## src/rtl/add_sub_cs_pipe.sv

```systemverilog
// Three-stage handshaked add/sub on the solver's scaled fixed-point word {scale, signed mantissa}.
// S1 aligns operands, S2 runs a BLOCK_W carry-select adder, S3 renormalises or saturates.
module add_sub_cs_pipe #(
  parameter int MANT_W  = 13,
  parameter int SCALE_W = 3,
  parameter int BLOCK_W = 4
) (
  input  logic                       clk,
  input  logic                       rst_n,
  input  logic                       in_valid,
  output logic                       in_ready,
  input  logic [MANT_W+SCALE_W-1:0]  in1,
  input  logic [MANT_W+SCALE_W-1:0]  in2,
  input  logic                       sub,
  input  logic                       cin,
  output logic                       out_valid,
  input  logic                       out_ready,
  output logic [MANT_W+SCALE_W-1:0]  out,
  output logic                       cout,
  output logic                       invalid
);

  localparam int W      = MANT_W + SCALE_W;
  localparam int MAX_SC = (1 << SCALE_W) - 1;
  localparam int RAW_W  = MANT_W + (1 << SCALE_W);
  localparam int IW     = ((RAW_W + BLOCK_W - 1) / BLOCK_W) * BLOCK_W;
  localparam int NB     = IW / BLOCK_W;

  function automatic logic fits_mant(input logic [IW-1:0] v);
    return (&v[IW-1:MANT_W-1]) || !(|v[IW-1:MANT_W-1]);
  endfunction

  // Stage occupancy and advance conditions; a stage may load when its slot frees this cycle.
  logic s1_valid, s2_valid, go2, go3;

  assign go3      = !out_valid || out_ready;
  assign go2      = !s2_valid || go3;
  assign in_ready = !s1_valid || go2;

  // ---------------- S1: decode / align ----------------
  logic [SCALE_W-1:0]   sc1, sc2, sr_in, diff;
  logic [IW-1:0]        ext1, ext2, al1, al2;
  logic [IW-1:0]        s1_a, s1_b;
  logic                 s1_c;
  logic [SCALE_W-1:0]   s1_sr;

  always_comb begin
    sc1  = in1[W-1:MANT_W];
    sc2  = in2[W-1:MANT_W];
    ext1 = {{(IW-MANT_W){in1[MANT_W-1]}}, in1[MANT_W-1:0]};
    ext2 = {{(IW-MANT_W){in2[MANT_W-1]}}, in2[MANT_W-1:0]};
    if (sc1 >= sc2) begin
      sr_in = sc1;
      diff  = sc1 - sc2;
      al1   = ext1;
      al2   = ext2 << diff;
    end else begin
      sr_in = sc2;
      diff  = sc2 - sc1;
      al1   = ext1 << diff;
      al2   = ext2;
    end
  end

  // NOTE: sequential state uses non-blocking assignments so every register samples pre-edge values.
  always_ff @(posedge clk or negedge rst_n) begin
    if (!rst_n) begin
      s1_valid <= 1'b0;
      s1_a     <= '0;
      s1_b     <= '0;
      s1_c     <= 1'b0;
      s1_sr    <= '0;
    end else begin
      if (in_ready) s1_valid <= in_valid;
      if (in_valid && in_ready) begin
        s1_a  <= al1;
        s1_b  <= sub ? ~al2 : al2;
        s1_c  <= sub ? ~cin : cin;
        s1_sr <= sr_in;
      end
    end
  end

  // ---------------- S2: carry-select add ----------------
  logic [NB-1:0][BLOCK_W:0] blk_s0, blk_s1;
  logic [IW-1:0]            sum_cs;
  logic                     sel_c;
  logic [IW-1:0]            s2_sum;
  logic                     s2_cout;
  logic [SCALE_W-1:0]       s2_sr;

  for (genvar g = 0; g < NB; g++) begin : g_blk
    assign blk_s0[g] = {1'b0, s1_a[g*BLOCK_W +: BLOCK_W]} + {1'b0, s1_b[g*BLOCK_W +: BLOCK_W]};
    assign blk_s1[g] = {1'b0, s1_a[g*BLOCK_W +: BLOCK_W]} + {1'b0, s1_b[g*BLOCK_W +: BLOCK_W]}
                       + (BLOCK_W+1)'(1);
  end

  // NOTE: every always_comb output gets a value on entry so no latch can be inferred.
  always_comb begin
    sum_cs = '0;
    sel_c  = s1_c;
    for (int i = 0; i < NB; i++) begin
      sum_cs[i*BLOCK_W +: BLOCK_W] = sel_c ? blk_s1[i][BLOCK_W-1:0] : blk_s0[i][BLOCK_W-1:0];
      sel_c = sel_c ? blk_s1[i][BLOCK_W] : blk_s0[i][BLOCK_W];
    end
  end

  always_ff @(posedge clk or negedge rst_n) begin
    if (!rst_n) begin
      s2_valid <= 1'b0;
      s2_sum   <= '0;
      s2_cout  <= 1'b0;
      s2_sr    <= '0;
    end else begin
      if (go2) s2_valid <= s1_valid;
      if (s1_valid && go2) begin
        s2_sum  <= sum_cs;
        s2_cout <= sel_c;
        s2_sr   <= s1_sr;
      end
    end
  end

  // ---------------- S3: renormalise / saturate ----------------
  logic signed [IW-1:0] rn_s;
  logic [SCALE_W-1:0]   rn_sc;
  logic                 rn_lost, rn_inv;
  logic [W-1:0]         rn_out;

  always_comb begin
    rn_s    = s2_sum;
    rn_sc   = s2_sr;
    rn_lost = 1'b0;
    for (int i = 0; i < MAX_SC; i++) begin
      if (rn_sc != '0 && !fits_mant(rn_s)) begin
        rn_lost = rn_lost | rn_s[0];
        rn_s    = rn_s >>> 1;
        rn_sc   = rn_sc - SCALE_W'(1);
      end
    end
    if (fits_mant(rn_s)) begin
      rn_out = {rn_sc, rn_s[MANT_W-1:0]};
      rn_inv = rn_lost;
    end else begin
      rn_out = rn_s[IW-1] ? {{SCALE_W{1'b0}}, 1'b1, {(MANT_W-1){1'b0}}}
                          : {{SCALE_W{1'b0}}, 1'b0, {(MANT_W-1){1'b1}}};
      rn_inv = 1'b1;
    end
  end

  // NOTE: data registers are reset too; the pipeline is shallow and out/cout/invalid must read 0 after reset.
  always_ff @(posedge clk or negedge rst_n) begin
    if (!rst_n) begin
      out_valid <= 1'b0;
      out       <= '0;
      cout      <= 1'b0;
      invalid   <= 1'b0;
    end else begin
      if (go3) out_valid <= s2_valid;
      if (s2_valid && go3) begin
        out     <= rn_out;
        cout    <= s2_cout;
        invalid <= rn_inv;
      end
    end
  end

endmodule

```

## config.mk

```make
export PLATFORM = sky130hd
export DESIGN_NAME = add_sub_cs_pipe
export DESIGN_NICKNAME = d
export VERILOG_FILES = /design/src/rtl/add_sub_cs_pipe.sv
export SDC_FILE = /design/constraint.sdc
export NUM_CORES = 1
export LEC_CHECK = 0
export CORE_UTILIZATION = 50
export CTS_CLUSTER_DIAMETER = 80
export DETAILED_ROUTE_END_ITERATION = 8
export PLACE_DENSITY = 0.72
export SYNTH_ARGS = -nofsm -noshare
export SYNTH_HDL_FRONTEND = slang
export SYNTH_SLANG_ARGS = --single-unit
```

## constraint.sdc

```tcl
create_clock -name clk -period 10.5 [get_ports clk]
set_input_delay 1.05 -clock clk [delete_from_list [all_inputs] [get_ports clk]]
set_output_delay 1.05 -clock clk [all_outputs]
set_load 0.03 [all_outputs]
```

Word level (Yosys, flattened, before mapping)
Cells that the tools add are included.
{"block": "classes", "mux": 41, "n_lt_le_gt_ge": 1, "shifts": 2, "reduce_logical": 62, "addsub": 21, "n_bitwise": 8}
{"cell": "23-bit 2-to-1 mux", "n": 7}
{"cell": "12-bit AND reduction", "n": 8}
{"cell": "12-bit OR reduction", "n": 8}
{"cell": "24-bit 2-to-1 mux", "n": 3}
{"cell": "24-bit by 3-bit << shifter with 24-bit output", "n": 2}
{"cell": "4-bit by 4-bit adder with 5-bit output", "n": 6}
{"cell": "5-bit by 1-bit adder with 5-bit output, second input constant", "n": 6}
{"cell": "3-bit 2-to-1 mux", "n": 8}
{"cell": "4-bit 2-to-1 mux", "n": 6}
{"cell": "24-bit NOT", "n": 1}
{"cell": "3-bit nonzero test", "n": 7}
{"cell": "3-bit by 1-bit subtractor with 3-bit output, second input constant", "n": 7}
{"cell": "1-bit zero test", "n": 18}
{"cell": "16-bit 2-to-1 mux", "n": 1}
{"cell": "1-bit 2-to-1 mux", "n": 15}
{"cell": "13-bit 2-to-1 mux", "n": 1}
{"cell": "1-bit logical OR", "n": 11}
{"cell": "1-bit logical AND", "n": 10}
{"cell": "1-bit bitwise OR", "n": 6}
{"cell": "3-bit subtractor", "n": 2}
{"cell": "3-bit >= comparator", "n": 1}
{"cell": "1-bit NOT", "n": 1}
{"block": "word_totals", "input_bits": 38, "out_inout_bits": 20, "register_bits": 101}

Longest topological paths before layout
{"block": "depth", "ltp_word": 46, "mapped_depth": 61}

Least setup slack after synthesis
Ideal clock, no wire load.
{"block": "synth_path", "kind": "reg-to-reg", "startpoint": "register s2_sum[22]", "endpoint": "register out[5]", "path_stages_with_launch": 56, "t_arrival_ns": 10.845, "slack_ns": -0.444, "period_less_slack_ns": 10.944, "path_cell_list": "dfrtp_1 buf_2 nor3_1 a31oi_2 and2_4 buf_6 xnor2_1 ha_1 ha_1 a211oi_4 buf_2 xnor2_1 inv_1 ha_1 ha_1 buf_1 inv_1 o31ai_2 [20 not listed] xnor2_1 ha_1 ha_1 buf_1 inv_1 o31ai_1 a41o_2 o21a_1 buf_2 buf_2 xnor2_1 ha_1 ha_1 and2_1 or3_4 a31o_4 buf_6 a311oi_1"}
{"block": "synth_via", "elab_chain_cells": 46, "word_cells_on_any_way": 71, "classes_between": "add/sub: 5; mux: 14; reduce/logical: 52"}
{"element": "from (decl)", "line": "88", "rtl": "logic [IW-1:0] s2_sum;"}
{"element": "from (signal assigned)", "line": "117", "rtl": "s2_sum <= sum_cs;"}
{"element": "12-bit OR reduction", "line": "30", "rtl": "return (&v[IW-1:MANT_W-1]) || !(|v[IW-1:MANT_W-1]);"}
{"element": "1-bit zero test", "line": "30"}
{"element": "1-bit logical OR", "line": "30"}
{"element": "1-bit zero test", "line": "135", "rtl": "if (rn_sc != '0 && !fits_mant(rn_s)) begin"}
{"element": "1-bit logical AND", "line": "135"}
{"element": "23-bit 2-to-1 mux", "line": "135"}
{"element": "12-bit OR reduction", "line": "30"}
{"element": "1-bit zero test", "line": "30"}
{"element": "[30 not listed]"}
{"element": "1-bit logical OR", "line": "30"}
{"element": "1-bit zero test", "line": "135"}
{"element": "1-bit logical AND", "line": "135"}
{"element": "23-bit 2-to-1 mux *", "line": "135"}
{"element": "12-bit OR reduction", "line": "30"}
{"element": "1-bit zero test", "line": "30"}
{"element": "1-bit logical OR", "line": "30"}
{"element": "16-bit 2-to-1 mux *", "line": "141", "rtl": "if (fits_mant(rn_s)) begin"}
{"element": "to (signal assigned)", "line": "161", "rtl": "out <= rn_out;"}
{"element": "to (decl)", "line": "18", "rtl": "output logic [MANT_W+SCALE_W-1:0] out,"}
Every way passes the cells marked *; elsewhere a longest branch is shown, timed or not.
A chain may end at the register's enable or synchronous reset.

Worst setup path after layout
{"block": "layout_path", "startpoint": "register s2_sr[0]", "endpoint": "register out[5]"}
{"block": "layout_via", "elab_chain_cells": 43, "word_cells_on_any_way": 68, "classes_between": "add/sub: 6; mux: 14; reduce/logical: 48"}
{"element": "from (decl)", "line": "90", "rtl": "logic [SCALE_W-1:0] s2_sr;"}
{"element": "from (signal assigned)", "line": "119", "rtl": "s2_sr <= s1_sr;"}
{"element": "3-bit nonzero test", "line": "135"}
{"element": "1-bit logical AND", "line": "135"}
{"element": "23-bit 2-to-1 mux", "line": "135"}
{"element": "12-bit OR reduction", "line": "30"}
{"element": "1-bit zero test", "line": "30"}
{"element": "1-bit logical OR", "line": "30"}
{"element": "1-bit zero test", "line": "135"}
{"element": "1-bit logical AND", "line": "135"}
{"element": "[27 not listed]"}
{"element": "1-bit logical OR", "line": "30"}
{"element": "1-bit zero test", "line": "135"}
{"element": "1-bit logical AND", "line": "135"}
{"element": "23-bit 2-to-1 mux *", "line": "135"}
{"element": "12-bit OR reduction", "line": "30"}
{"element": "1-bit zero test", "line": "30"}
{"element": "1-bit logical OR", "line": "30"}
{"element": "16-bit 2-to-1 mux *", "line": "141"}
Marks and branches as above.

==> results.tsv <==
metric	value	unit
synth_seq_cells	91	
ff_latch_area	2280	µm²
max_freq	102	MHz
hold_class	reg -> reg	
outcome	complete, no violations	
drv_slew	0	
rsz0062_at_grt	false	
grtUsageMet1	33.6	%
grt_pass1_wl	42500	µm
synth.cell_area	9620	µm²
core_area	18800	µm²
seq_area_frac_synth	23.7	%
postRouteAntennaNets	0	
drt-vias-per-instance	6.16	
yosysTopAreaCellShare	23.7	%
num_vias	8998	
die_w	141	µm
n_antenna_cell	0	
numClockSinks	91	
post_synth.cell_area_avg	7.98	µm²
worstSetupStartpointType	register	
overflow	0	
r2r_start	s2_sr[0]$_DFFE_PN0P_	
ys.warnings.count	0	
synth_ff_type	dfrtp_1	
fin_setup_tns	0	ns
finClkSkew	0.0131	ns
worst_pin_slew	1.28	ns
multi_input_area	6910	µm²
cts_buffer_depth	2	
gp_congestion	0.965	
drt_iter0_drc	609	
hpwl	19500	µm
dieArea	19800	µm²
routedWlPerCell	17.3	µm
maxSlewHeadroom	14.5	%
crit_fanout	15	
cp-end-kind	register	
synth.distinct_cells	98	
wirelength	25300	µm
slowest_stage	a2111oi_2	
stdcell_area	10700	µm²
cts_buffers	9	
io-pin-count	58	
synth_area_leaders	dfrtp_1, mux2i_1, nand2_1	
clock-root-buffer	clkbuf_16	
synthArstFlopShare	100	%
die_h	141	µm
r2r_slack	0.66	ns
antenna_found_initial	0	
yosys.area.top_type	dfrtp_1	
first_pass_iters	5	
cts_setup_buffers	0	
io_buffers	57	
post_dp_cell_area	10300	µm²
grt.met3_usage	2.55	%
htree_levels	3	
cpPeakStageDelay	0.40	ns
grtUsageTotal	26.3	%
use_met2	45.2	%
layout-drive-gt1-share	10.8	%
period_share	93.7	%
synthToLayoutAreaGrowth	11.0	%
critPathKind	reg -> reg	
finalSetupViolations	0	
placementRows	50	
cts_tree	built	
busiest_layer	met2	
clk_latency	0.35	ns
path_clk_slew	0.08	ns
crit_top_cell	ha_1	
grt_pass1_vias	8746	
maxCapViolCount	0	
worstHoldStart	cout$_DFFE_PN0P_	
final.fill_count	1739	
finalHoldViolations	0	
syn_inst	1206	
required	10.75	ns
fin_util	56.9	%
drc	0	
crit_arrival	10.09	ns
synth_nets	1297	
fin_crit	9.84	ns
preCtsSetupSlack	0.142	ns
crit_start	s2_sr[0]$_DFFE_PN0P_	
synth_edf_count	0	
layout.nets	1312	
setup_ws	0.663	ns
grt_max_degree	88	
start_util	51.3	%
stage by stage:
step,cells,hold slack [ns]
finish,1460,0.485
global route,1460,0.511
CTS,1460,0.489
detailed placement,1444,0.467
global placement,1444,0.466
floorplan,1206,0.439
registers in the layout, summed over array words and instances, names as in the netlist:
name / cells
s2_sum: 22
s1_a: 20
s1_b: 20
out: 16
s1_sr: 3
s2_sr: 3
cout: 1
invalid: 1
out_valid: 1
s1_c: 1
s1_valid: 1
s2_cout: 1
s2_valid: 1
area by class of cell:
class                           instances  area share, %
Clock buffer                           10           2.24
Clock inverter                          6          0.527
Inverter                               29           1.02
Multi-Input combinational cell       1002           64.6
Sequential cell                        91           21.3
Tap cell                              234           2.74
Timing Repair Buffer                   88           7.49
what timing repair did:
| item | 4_1_cts | 5_1_grt |
|---|---|---|
| hold buffers | 0 | 0 |
| setup endpoints to repair | 0 | 16 |
| gates resized for setup | 0 | 15 |
final timing paths:
kind / end / depth (start not counted)
max: out[5]$_DFFE_PN0P_ / 43
min: cout$_DFFE_PN0P_ / 2
max reg2reg: out[5]$_DFFE_PN0P_ / 43
min reg2reg: cout$_DFFE_PN0P_ / 2
max in group asynchronous: s2_sum[18]$_DFFE_PN0P_ / 2
min in group asynchronous: out[10]$_DFFE_PN0P_ / 1
kinds of logic after synthesis:
group,synth area share (%)
AND/OR/NAND/NOR,18.8
AO/OA/AOI/OAI,25.9
multiplexers,13.0
buffers and inverters,5.40
flip-flops,23.7
XOR/XNOR,5.81
adder cells (fa/ha/maj),7.44
layout by cell type, fill, tap and decap left out, types with 14 or more instances in the layout:
cell / n
nor2_1: 98
buf_4: 32
o21ai_0: 117
xnor2_1: 35
xor2_1: 26
a21o_1: 16
ha_1: 44
nand2_1: 160
mux2i_1: 91
o22ai_1: 14
nor3_1: 39
nand4_1: 14
o211ai_1: 22
inv_1: 29
mux2_2: 29
clkdlybuf4s50_1: 56
nand3_1: 31
a21oi_1: 65
dfrtp_1: 88
worst max-delay path: cells and delay by family, from the launching register on:
family          cells  cell delay, ns
compound gates     15            3.87
fa+ha+maj          12            2.61
simple gates        9            1.53
buf+inv             4            0.54
xor+xnor            2            0.41
flops               1            0.39
mux                 1            0.36
synth_stat cells (8+ instances only):
library cell and count:
a211oi_1 11, a21o_1 16, a21oi_1 66, a311oi_1 11
a31oi_1 10, and2_1 12, buf_1 8, buf_2 16
buf_6 8, clkbuf_1 48, dfrtp_1 91, ha_1 46
inv_1 29, mux2_2 29, mux2i_1 91, nand2_1 162
nand2b_1 8, nand3_1 31, nand4_1 14, nor2_1 98
nor3_1 40, o211ai_1 22, o21ai_0 117, o22ai_1 14
xnor2_1 36, xor2_1 26
metal layers:
layer | vias to the layer above | part of all wire (%)
met2 | 271 | 48
li1 | 4443 | -
met5 | - | 0
met1 | 4228 | 44
met4 | 0 | 3.0
met3 | 56 | 4.2
Power is left out: the tool's default activity adds up to more than one toggle a clock period on the data nets, which glitch-free logic cannot reach.
